File: src/rtl/barrel_pkg.sv
// Shared definitions for the pipelined barrel shifter/rotator.
// The mode encoding doubles as the s1/s0 select of each stage's per-bit 4:1 mux.
package barrel_pkg;

    typedef enum logic [1:0] {
        MODE_SLL = 2'b00,
        MODE_SRL = 2'b01,
        MODE_SRA = 2'b10,
        MODE_ROR = 2'b11
    } mode_t;

endpackage

File: src/rtl/barrel_stage.sv
// One shift level of the barrel pipeline: conditionally shifts by SHIFT when its amt bit is set,
// then registers the result together with amt, mode and the carried sign bit.
module barrel_stage
    import barrel_pkg::*;
#(
    parameter int WIDTH = 8,
    parameter int SHIFT = 1,
    localparam int LOG2W = $clog2(WIDTH),
    localparam int BIT = $clog2(SHIFT)
) (
    input  logic             clk,
    input  logic             rst_n,
    input  logic             in_valid,
    output logic             in_ready,
    input  logic [WIDTH-1:0] in_data,
    input  logic [LOG2W-1:0] in_amt,
    input  logic [1:0]       in_mode,
    input  logic             in_sign,
    output logic             out_valid,
    input  logic             out_ready,
    output logic [WIDTH-1:0] out_data,
    output logic [LOG2W-1:0] out_amt,
    output logic [1:0]       out_mode,
    output logic             out_sign
);

    mode_t            mode_sel;
    mode_t            mode_q;
    logic [WIDTH-1:0] sll;
    logic [WIDTH-1:0] srl;
    logic [WIDTH-1:0] sra;
    logic [WIDTH-1:0] ror;
    logic [WIDTH-1:0] shifted;

    assign mode_sel = mode_t'(in_mode);

    // SRA fills from the sign of the original word, not from this stage's MSB.
    assign sll = {in_data[WIDTH-SHIFT-1:0], {SHIFT{1'b0}}};
    assign srl = {{SHIFT{1'b0}}, in_data[WIDTH-1:SHIFT]};
    assign sra = {{SHIFT{in_sign}}, in_data[WIDTH-1:SHIFT]};
    assign ror = {in_data[SHIFT-1:0], in_data[WIDTH-1:SHIFT]};

    always_comb begin
        shifted = in_data;
        if (in_amt[BIT]) begin
            case (mode_sel)
                MODE_SLL: shifted = sll;
                MODE_SRL: shifted = srl;
                MODE_SRA: shifted = sra;
                MODE_ROR: shifted = ror;
            endcase
        end
    end

    assign in_ready = !out_valid || out_ready;

    always_ff @(posedge clk or negedge rst_n) begin
        if (!rst_n) begin
            out_valid <= 1'b0;
            out_data  <= '0;
            out_amt   <= '0;
            mode_q    <= MODE_SLL;
            out_sign  <= 1'b0;
        end else if (in_ready) begin
            out_valid <= in_valid;
            if (in_valid) begin
                out_data <= shifted;
                out_amt  <= in_amt;
                mode_q   <= mode_sel;
                out_sign <= in_sign;
            end
        end
    end

    assign out_mode = mode_q;

endmodule

File: src/rtl/barrel_shift_pipe.sv
// Pipelined barrel shifter/rotator: LOG2W chained barrel_stage instances, shift by 2^k at stage k,
// with a combinational ready chain so a full pipeline accepts and emits on the same edge.
module barrel_shift_pipe
    import barrel_pkg::*;
#(
    parameter int WIDTH = 8,
    localparam int LOG2W = $clog2(WIDTH)
) (
    input  logic             clk,
    input  logic             rst_n,
    input  logic             in_valid,
    output logic             in_ready,
    input  logic [WIDTH-1:0] in_data,
    input  logic [LOG2W-1:0] in_amt,
    input  logic [1:0]       in_mode,
    output logic             out_valid,
    input  logic             out_ready,
    output logic [WIDTH-1:0] out_data
);

    for (genvar k = 0; k < LOG2W; k++) begin : g_stage
        logic             prev_valid;
        logic [WIDTH-1:0] prev_data;
        logic [LOG2W-1:0] prev_amt;
        logic [1:0]       prev_mode;
        logic             prev_sign;
        logic             next_ready;
        logic             ready;
        logic             valid;
        logic [WIDTH-1:0] data;
        logic [LOG2W-1:0] amt;
        logic [1:0]       mode;
        logic             sign;

        if (k == 0) begin : g_head
            assign prev_valid = in_valid;
            assign prev_data  = in_data;
            assign prev_amt   = in_amt;
            assign prev_mode  = in_mode;
            assign prev_sign  = in_data[WIDTH-1];
        end else begin : g_link
            assign prev_valid = g_stage[k-1].valid;
            assign prev_data  = g_stage[k-1].data;
            assign prev_amt   = g_stage[k-1].amt;
            assign prev_mode  = g_stage[k-1].mode;
            assign prev_sign  = g_stage[k-1].sign;
        end

        if (k == LOG2W - 1) begin : g_tail
            assign next_ready = out_ready;
        end else begin : g_next
            assign next_ready = g_stage[k+1].ready;
        end

        barrel_stage #(
            .WIDTH(WIDTH),
            .SHIFT(1 << k)
        ) u_stage (
            .clk      (clk),
            .rst_n    (rst_n),
            .in_valid (prev_valid),
            .in_ready (ready),
            .in_data  (prev_data),
            .in_amt   (prev_amt),
            .in_mode  (prev_mode),
            .in_sign  (prev_sign),
            .out_valid(valid),
            .out_ready(next_ready),
            .out_data (data),
            .out_amt  (amt),
            .out_mode (mode),
            .out_sign (sign)
        );
    end

    // Stage registers already read 0 during reset; the gate also holds off the producer.
    assign in_ready  = rst_n && g_stage[0].ready;
    assign out_valid = g_stage[LOG2W-1].valid;
    assign out_data  = g_stage[LOG2W-1].data;

    // Control fields of the final stage have no consumer past the output.
    logic tail_unused;
    assign tail_unused = ^{g_stage[LOG2W-1].amt, g_stage[LOG2W-1].mode, g_stage[LOG2W-1].sign};

endmodule

File: config.mk
export PLATFORM = sky130hd
export DESIGN_NAME = barrel_shift_pipe
export DESIGN_NICKNAME = d
export VERILOG_FILES = /design/src/rtl/barrel_pkg.sv /design/src/rtl/barrel_stage.sv /design/src/rtl/barrel_shift_pipe.sv
export SDC_FILE = /design/constraint.sdc
export NUM_CORES = 1
export LEC_CHECK = 0
export ABC_AREA = 1
export CORE_MARGIN = 2
export CORE_UTILIZATION = 27
export CTS_CLUSTER_DIAMETER = 60
export DETAILED_ROUTE_END_ITERATION = 6
export DONT_BUFFER_PORTS = 1
export GPL_TIMING_DRIVEN = 0
export SLEW_MARGIN = 20
export SYNTH_ARGS = -nofsm -noshare
export SYNTH_HDL_FRONTEND = slang
export SYNTH_SLANG_ARGS = --single-unit
File: constraint.sdc
create_clock -name clk -period 1.11 [get_ports clk]
set_clock_uncertainty 0.1 [all_clocks]
set_input_delay 0.111 -clock clk [delete_from_list [all_inputs] [get_ports clk]]
set_output_delay 0.111 -clock clk [all_outputs]
set_load 0.1 [all_outputs]
# [Yosys cells after proc, flatten, opt, wreduce, memory -nomap -nowiden]
# Cells that the tools add are included.
[word_totals] reg_bits=39 in_bits=17 output_inout_bits=10 word_cells=40
[op_classes] eq_ne=9 n_mux=6 reduce_logical=13
[ops] operator="one-hot mux 8 bit (4 select lines)" n=3
[ops] operator="2-to-1 mux 8 bit" n=3
[ops] operator="equality test 2 bit (second input constant)" n=6
[ops] operator="equality test 2 x 1 -> 1 bit (second input constant)" n=3
[ops] operator="logical NOT 2 bit" n=3
[ops] operator="AND reduction 2 bit" n=3
[ops] operator="logical NOT 1 bit" n=3
[ops] operator="logical OR 1 bit" n=3
[ops] operator="logical AND 1 bit" n=1

# [Longest topological paths before layout]
# Gate-level depths: netlist (run 1).
[logic_depth] word_depth=5 mapped_depth=8 depth_no_buf=8

# [Hierarchy]
# Synthesis (run 1) repeated with hierarchy kept, for this count alone.
[hier_totals] cells_unflattened=311 area_unflattened_um2=2377.3
[by_module_without_submodules] module="barrel_stage at g_stage[0].u_stage" n_inst=1 cells_each=102 area_per_inst_um2=843.3
[by_module_without_submodules] module="barrel_stage at g_stage[1].u_stage" n_inst=1 cells_each=108 area_per_inst_um2=785.8
[by_module_without_submodules] module="barrel_stage at g_stage[2].u_stage" n_inst=1 cells_each=99 area_per_inst_um2=740.7
[by_module_without_submodules] module="barrel_shift_pipe" n_inst=1 cells_each=2 area_per_inst_um2=7.5

# [Least setup slack after synthesis (run 1)]
# No wires, ideal clock.
[synth_path] path_kind="register -> output" from="register g_stage[2].u_stage.out_valid" to="output in_ready" arrival_time_ns=1.716 t_required_ns=0.899 path_slack_ns=-0.817 stages_incl_launch_ff=4 path_buffers=0 cell_sequence="dfrtp_1 > nand4_2 > nand2_1 > inv_1"
[synth_via] elab_chain_cells=5
[synth_lines] item="start: declaration" line_no="barrel_stage.sv:19" source="output logic out_valid,"
[synth_lines] item="start signal: assignment" line_no="barrel_stage.sv:65" source="out_valid <= in_valid;"
[synth_lines] item="logical NOT 1 bit" line_no="barrel_stage.sv:55" source="assign in_ready = !out_valid || out_ready;"
[synth_lines] item="logical OR 1 bit (3 in a row)" line_no="barrel_stage.sv:55"
[synth_lines] item="logical AND 1 bit" line_no="barrel_shift_pipe.sv:77" source="assign in_ready = rst_n && g_stage[0].ready;"
[synth_lines] item="end: declaration" line_no="barrel_shift_pipe.sv:12" source="output logic in_ready,"
# Every way passes these cells.

# [Worst setup path in the final report (run 1)]
# Ends and elaborated chain as after synthesis.

==> results of run 1 <==
## worst paths after layout
kind	endpoint	cells past startpoint	slack, ns	start
worst max-delay path	in_ready	3	-0.70	g_stage[2].u_stage.out_valid
max in group asynchronous	g_stage[2].u_stage.out_data[0]	2	0.54	rst_n
min in group asynchronous	g_stage[2].u_stage.out_data[7]	2	0.17	rst_n
worst max register to register	g_stage[0].u_stage.out_data[4]	9	-0.67	g_stage[2].u_stage.out_valid
worst min-delay path	g_stage[2].u_stage.out_valid	3	-0.08	out_ready
worst min register to register	g_stage[0].u_stage.out_amt[2]	2	0.38	g_stage[0].u_stage.out_amt[2]
## registers in the layout, indices dropped and copies added, names as in the netlist
signal and flops:
g_stage.u_stage.out_data 24, g_stage.u_stage.out_mode 4, g_stage.u_stage.out_amt 3, g_stage.u_stage.out_valid 3
g_stage.u_stage.out_sign 2
## cell type report
type                            count  area share (%)
Sequential cell                    36            38.8
Multi-Input combinational cell    196            36.3
Timing Repair Buffer               18            7.95
Inverter                           33            5.30
Tap cell                           96            4.99
Clock buffer                        8            4.16
Buffer                              7            2.49
## layout by cell type, fill, tap and decap left out
cell type	instances
sky130_fd_sc_hd__nor2_1	26
sky130_fd_sc_hd__o21ai_0	7
sky130_fd_sc_hd__a21oi_1	15
sky130_fd_sc_hd__nand2_2	2
sky130_fd_sc_hd__clkbuf_1	1
sky130_fd_sc_hd__nand4_1	1
sky130_fd_sc_hd__nand2_8	1
sky130_fd_sc_hd__inv_1	28
sky130_fd_sc_hd__buf_4	1
sky130_fd_sc_hd__o21ai_2	2
sky130_fd_sc_hd__nand2_4	1
sky130_fd_sc_hd__dfrtp_4	9
sky130_fd_sc_hd__inv_2	4
sky130_fd_sc_hd__nand2_1	114
sky130_fd_sc_hd__nand4_4	1
sky130_fd_sc_hd__buf_12	1
sky130_fd_sc_hd__clkbuf_8	7
sky130_fd_sc_hd__dlygate4sd3_1	13
sky130_fd_sc_hd__o211ai_1	2
sky130_fd_sc_hd__nand3_2	1
sky130_fd_sc_hd__o22ai_1	1
sky130_fd_sc_hd__nand3_1	17
sky130_fd_sc_hd__dfrtp_1	27
sky130_fd_sc_hd__buf_2	3
sky130_fd_sc_hd__buf_6	7
sky130_fd_sc_hd__nor2_4	1
sky130_fd_sc_hd__o21ai_1	3
sky130_fd_sc_hd__clkinvlp_4	1
sky130_fd_sc_hd__nor2_2	1
## layer usage
metal / global-route usage [%] / vias up
met2: 20.0 / 42
met3: 3.45 / 6
li1: - / 888
met4: 5.79 / 0
met5: 0 / -
met1: 14.6 / 783
## power groups by stage
stage | Clock (mW) | Combinational [mW] | Sequential [mW]
final | 1.02 | 1.46 | 3.39
after global routing | 1.11 | 1.69 | 3.46
after floorplan | 0 | 1.10 | 3.20
after global placement | 0 | 1.31 | 3.30
after detailed placement | 0 | 1.32 | 3.31
after CTS | 1.07 | 1.46 | 3.39
## what timing repair did
action	CTS	global route
pin swaps	1	1
gates resized for setup	20	0
setup endpoints to repair	46	46
hold endpoints to repair	52	2
cloned	1	0
buffers inserted	3	0
## cell families after synthesis
| group | share of synthesized area (%) |
|---|---|
| buf+inv | 9.17 |
| flops | 46.8 |
| compound gates | 8.52 |
| simple gates | 35.5 |
## critical path: stages, from the launching register on
cell and delay [ns]:
sky130_fd_sc_hd__dfrtp_4 0.64, sky130_fd_sc_hd__nand4_4 0.14, sky130_fd_sc_hd__nand2_2 0.11, sky130_fd_sc_hd__clkinvlp_4 0.41
## stage by stage
stage	power, mW	cell area [sq um]	utilization, %	setup slack [ns]	TNS [ns]
finish	5.86	2410	35.2	-0.700	-16.01
global placement	4.61	2070	30.3	-0.433	-11.79
floorplan	4.30	1950	-	-0.386	-8.30
global route	6.26	2410	35.2	-0.732	-18.55
CTS	5.91	2410	35.2	-0.723	-16.53
detailed placement	4.63	2070	30.3	-0.430	-11.89
==> summary by stage, run 1 <==
Run status
The run finished, with violations left. The final reports fail on negative hold slack, negative setup slack.

Synth
In the post-synthesis netlist, the cell with the most instances is sky130_fd_sc_hd__nand2_1. The synthesized netlist contains 21 unique library cells. The number of nets in the synthesized netlist is 289. The share of the yosys chip area belonging to registers is 46.8%. During synthesis, Yosys emitted a total of 0 warnings. The cell count after synthesis is 272. The largest area contributor in the synthesized netlist is sky130_fd_sc_hd__dfrtp_1. The most frequently used flop master after synthesis is sky130_fd_sc_hd__dfrtp_1. By count the netlist is led by sky130_fd_sc_hd__nand2_1, sky130_fd_sc_hd__dfrtp_1, sky130_fd_sc_hd__inv_1, sky130_fd_sc_hd__nor2_1, sky130_fd_sc_hd__nand3_1. By area the synthesized netlist is led by sky130_fd_sc_hd__dfrtp_1, sky130_fd_sc_hd__nand2_1, sky130_fd_sc_hd__inv_1. The share of Yosys cell area claimed by the top area cell type is 46.8%. Counting flops and latches in the post-synthesis netlist gives 36. Summing every instance area after synthesis gives 1920 sq um.

The synthesized area divided by synthesized cell count is 7.07 sq um. The number of synthesized flops with an enable pin is 0. The proportion of synthesized flip-flops having asynchronous set or reset is 100%.

Layout
The multi-input gate area in the final layout is 873 sq um. The post-layout net count is 314. The number of diodes is 0. The post-layout instance count excluding filler cells is 394. Registers take 935 sq um. The area growth from synthesis to layout is 25.2%.

In the final layout, the share of cells above drive strength 1 is 14.4%. The filler cells instantiated in the layout total 754.

Placement
Routability-driven placement finished with a final weighted congestion of 0.869. The count of buffers added on input and output ports is 0. The placed wire-length estimate after detailed placement is 2980 um.

The total placed cells including tap cells is 368.

CTS
The clock drives 36 sinks. The quantity of hold-fixing buffers added after cts is 14. The clock passes through at most 2 buffers.

The clock reaches the later pin of the worst-skew pair after 0.29 ns. The root buffer cell chosen for the clock tree is sky130_fd_sc_hd__clkbuf_8. The CTS buffer count is 5. TritonCTS built the clock tree.

The number of levels in the clock H-tree is 2. The clock transition at the registers of the reported paths is 0.07 ns.

Global route
The first-pass GRT wire length is 7370 um. The number of global-route vias before repair came to 1711. The number of antenna violations at the first check in global routing is 0.

The total routing resource utilization after global routing is 12.1%. Global routing finished with a remaining overflow of 0. The largest net degree at the start of global routing is 37.

Drt
The detailed-route wire length on metal 1 is 2080 um. The count of nets left with antenna violations once routing finished came out at 0. The detailed route wirelength on metal2 is 1970 um. The length of the first detailed-routing pass in iterations is 4. The total met3 wirelength after detailed routing is 195 um. The total number of vias is 1719. The uppermost signal routing layer after detailed routing is met4. In the routed layout, each cell is associated on average with a via count of 4.36.

Dividing the detail-routed wire length by the instance count gives 10.9 um. After detailed routing, the total wire length is 4310 um. For this run, design rule violations remaining after detail routing come to 0. The first routing iteration left 84 violations.

Power
In this run switching power makes up 49.2% of total power. The total net switching power is 2.88 mW. For this design the static power due to leakage is 1.21 nW. The share of power burned in registers is 57.8%. The part of the power in combinational logic is 24.8%. Of the total power, the clock network draws 17.4%. IR analysis of the VDD net gives a maximum drop of 0.671 mV. For this design the ratio of total power to cell area is 2430 nW/um^2. The internal power of the cells is 2.98 mW.

Die
The core region is 6830 sq um. From left edge to right edge, the die measures 88.4 um. The initialized floorplan defines 30 standard-cell rows. The I/O pin count is 27.

The area of the die is 7810 sq um. From bottom edge to top edge, the die measures 88.4 um. The initial utilization of the core area, before any placement, comes to 28.2%.

Setup path
The arrival time at the worst endpoint is 1.60 ns. The setup path with the least slack is of type reg2out. The required time of the critical path is 0.90 ns.

The worst setup path is launched from a register. In this run the worst path has a maximum fanout of 4. The worst setup path is captured at an output port.

STA
The worst-case hold slack is -0.0819 ns. The maximum clock frequency is 553 MHz. The final hold violation count is 2. Setup repair after global routing could not meet its margin everywhere. The actual slew at the worst max-slew pin is 0.482 ns. Once routing completed, OpenROAD measured the worst setup slack at -0.700 ns. Measured against its own limit, the worst slew margin works out to 67.8%.

The number of slew-limit violations in the final report was 0. Setup violations remaining at the end of the flow were counted as 46. The ratio of final minimum period to clock period is 163%. The worst path in the final design needs a cycle of 1.81 ns, including I/O delays and setup.

Flow run
The number of violations of the max-capacitance limit is 0.

Hold path
The min-delay analysis places its worst path in the category in2reg.
(Power assumes the default switching activity.)
==> run 2: changes to the inputs <==
--- a/config.mk
+++ b/config.mk
@@ -12,7 +12,6 @@
 export DETAILED_ROUTE_END_ITERATION = 6
 export DONT_BUFFER_PORTS = 1
 export GPL_TIMING_DRIVEN = 0
-export SLEW_MARGIN = 20
 export SYNTH_ARGS = -nofsm -noshare
 export SYNTH_HDL_FRONTEND = slang
 export SYNTH_SLANG_ARGS = --single-unit
==> results of run 2 <==
Same layout as run 1: the final DEF is identical, and so are final timing and power.
==> run 3: changes to the inputs <==
--- a/config.mk
+++ b/config.mk
@@ -7,7 +7,7 @@
 export LEC_CHECK = 0
 export ABC_AREA = 1
 export CORE_MARGIN = 2
-export CORE_UTILIZATION = 27
+export CORE_UTILIZATION = 35
 export CTS_CLUSTER_DIAMETER = 60
 export DETAILED_ROUTE_END_ITERATION = 6
 export DONT_BUFFER_PORTS = 1
==> constraint.sdc (replaced) <==
create_clock -name clk -period 2 [get_ports clk]
set_clock_uncertainty 0.1 [all_clocks]
set_input_delay 0.2 -clock clk [delete_from_list [all_inputs] [get_ports clk]]
set_output_delay 0.2 -clock clk [all_outputs]
set_load 0.1 [all_outputs]
==> run 3 against run 2 <==
  * The run now ends clean
  * Largest power group unchanged
  * Sequential power fell by 47%
  * Setup slack improved by 0.77 ns
  * Non-clock buffer count decreased by 11
==> summary by stage, run 3 (same netlist as run 1, synthesis figures left out) <==
STA
The number of failing setup endpoints in the final timing report is 0. The final hold violation count is 0. The ratio of final minimum period to clock period is 96.3%. Setup repair after global routing left no endpoint under its margin. Static timing analysis puts the maximum clock frequency at 519 MHz. The number of slew-limit violations in the final report was 0.

The minimum period implied by the final worst setup slack is 1.93 ns. Headroom to the max-slew limit came out at 40.1%. Setup total negative slack on the finished layout was measured at 0 ns.

The actual slew at the worst max-slew pin is 0.898 ns.

Power
The ratio of total power to cell area is 1400 nW/um^2. IR analysis of the VDD net gives a maximum drop of 0.529 mV. Summed over all cells, the static leakage comes to 1.16 nW.

Drt
The sum of routed wire length over all layers is 3930 um. In this run the remaining antenna-violating nets after routing total 0. For this run, design rule violations remaining after detail routing come to 0.

Dividing the detail-routed wire length by the instance count gives 11.0 um. The detailed router's first-iteration violation count is 48. The number of vias per cell is 4.64. Detailed routing inserted a total of 1655 vias. The length of the first detailed-routing pass in iterations is 4.

CTS
The worst-skew pair later-pin latency is 0.29 ns. The number of levels in the clock H-tree is 2. The CTS sink count is 36. The clock transition at the registers of the reported paths is 0.07 ns. TritonCTS built the clock tree. The root buffer cell chosen for the clock tree is sky130_fd_sc_hd__clkbuf_8. The buffer count from post-CTS setup fixing is 0.

The number of clock buffers added by TritonCTS is 5. The clock passes through at most 2 buffers.

Global route
The total routing resource utilization after global routing is 14.5%. Summed over all layers, the global routing overflow is 0. The number of antenna violations at the first check in global routing was 0. The number of global-route vias before repair was 1605.

The largest net degree at the start of global routing is 37. The first-pass GRT wire length is 7040 um.

Layout
The post-layout instance count excluding filler cells is 357. The most common cell after layout, fill and taps aside is sky130_fd_sc_hd__nand2_1. In the layout the commonest cells are sky130_fd_sc_hd__nand2_1, sky130_fd_sc_hd__dfrtp_1, sky130_fd_sc_hd__inv_1. Cells with a size suffix above 1 make up 10.1% of the layout.

0 antenna diodes ended up in the layout. The top register by number of flip-flops is g_stage.u_stage.out_data. The layout overhead on the synthesized area is 14.4%. The sequential cell area in the final layout is 905 sq um. The register with the most flip-flops in the layout has 24 of them. For this run, the post-layout net count is 303.

Summing all multi-input logic gate instances after layout gives 857 sq um. After filler insertion, the fill cell instance count of the layout stands at 569.

Die
The starting density of the core is 36.9%. The y dimension of the die is 78.1 um. In this run the core area contains 26 standard-cell rows. The area of the die is 6100 sq um.

In this run the standard cell core region covers 5200 sq um. The x dimension of the die is 78.1 um. The I/O pin count is 27.

Flow run
The number of violations of the max-capacitance limit is 0.

Setup path
The arrival time at the worst endpoint is 1.63 ns. The peak fanout along the critical path is 4. The launching instance or port of the critical path is g_stage[2].u_stage.out_valid. STA classifies the critical path startpoint as a register. The number of cells on the worst reg-to-reg path is 5. STA classifies the critical path endpoint as an output port.

The category of the most critical setup path is reg2out. The end of the critical path is in_ready. The worst register-to-register path ends at g_stage[0].u_stage.out_mode[1]. The startpoint identified for the worst register-to-register timing path is g_stage[2].u_stage.out_valid. The required time of the critical path is 1.70 ns. The slack of the worst reg-to-reg path is 0.19 ns.

Placement
The placed wire-length estimate after detailed placement is 2910 um. The global placer's final weighted congestion is 0.795. The count of input and output buffers is 0. Once placement completed, the tool counted placed cells totaling 342.

Hold path
The worst hold path begins at in_valid. The worst min-delay path class is in2reg.

Run status
The run finished with clean final reports.
[run 3: cell count changes in the layout (fill, tap and decap cells not counted), moves of 3 or more]
cell | previous run | this run
sky130_fd_sc_hd__o21ai_0 | 7 | 10
sky130_fd_sc_hd__dfrtp_1 | 27 | 35
sky130_fd_sc_hd__dlygate4sd3_1 | 13 | 6
sky130_fd_sc_hd__o21ai_1 | 3 | 0
sky130_fd_sc_hd__dfrtp_4 | 9 | 1
sky130_fd_sc_hd__buf_6 | 7 | 2
[run 3: critical path, cell delays in order, from the launching register on]
cell,delay [ns]
sky130_fd_sc_hd__dfrtp_4,0.64
sky130_fd_sc_hd__nand4_4,0.18
sky130_fd_sc_hd__nand2_2,0.11
sky130_fd_sc_hd__clkinvlp_4,0.41
[run 3: power breakdown]
group          leakage, nW  internal (mW)  switching [mW]
clock network       0.0455          0.281           0.244
logic                0.678          0.282           0.471
registers            0.435          0.959           0.847
total                 1.16           1.52            1.56
[run 3: metal layers]
metal	global-route usage, %	up-vias	part of all wire (%)
met5	0	-	0
li1	-	864	-
met3	4.71	6	5.3
met1	17.9	749	46
met2	23.9	36	47
met4	4.74	0	1.5
[run 3: repair_timing]
| action | CTS | global route |
|---|---|---|
| hold buffers | 7 | 0 |
| pin swaps | 0 | 0 |
| gates resized for setup | 2 | 1 |
| endpoints found under the hold margin | 40 | 0 |
| endpoints found under the setup margin | 1 | 1 |
[run 3: worst min path at each step]
stage                     cells past startpoint  slack (ns)                        endpoint
after global routing                          2        0.01     g_stage[0].u_stage.out_sign
after floorplan                               0       -0.20   g_stage[0].u_stage.out_amt[1]
after detailed placement                      0       -0.19  g_stage[2].u_stage.out_data[7]
after global placement                        0       -0.19  g_stage[2].u_stage.out_data[7]
final                                         2        0.01     g_stage[0].u_stage.out_sign
after CTS                                     2       0.008     g_stage[0].u_stage.out_sign
[run 3: final cells by class]
type	count	share of cell area, %
multi-input cells	196	39.0
repair buffers	7	3.64
well taps	70	3.98
clock buffers	8	4.10
inverters	33	5.80
flip-flops and latches	36	41.1
plain buffers	7	2.39
[run 3: stage by stage]
stage	hold slack [ns]	setup WS, ns	power (mW)	utilization, %	instance area (sq um)
floorplan	-0.196	0.238	2.36	-	1930
global placement	-0.195	0.180	2.53	38.7	2020
detailed placement	-0.195	0.181	2.54	38.7	2020
CTS	0.00835	0.0274	3.12	42.2	2200
global route	0.0136	0.0258	3.32	42.3	2200
finish	0.0144	0.0740	3.08	42.3	2200
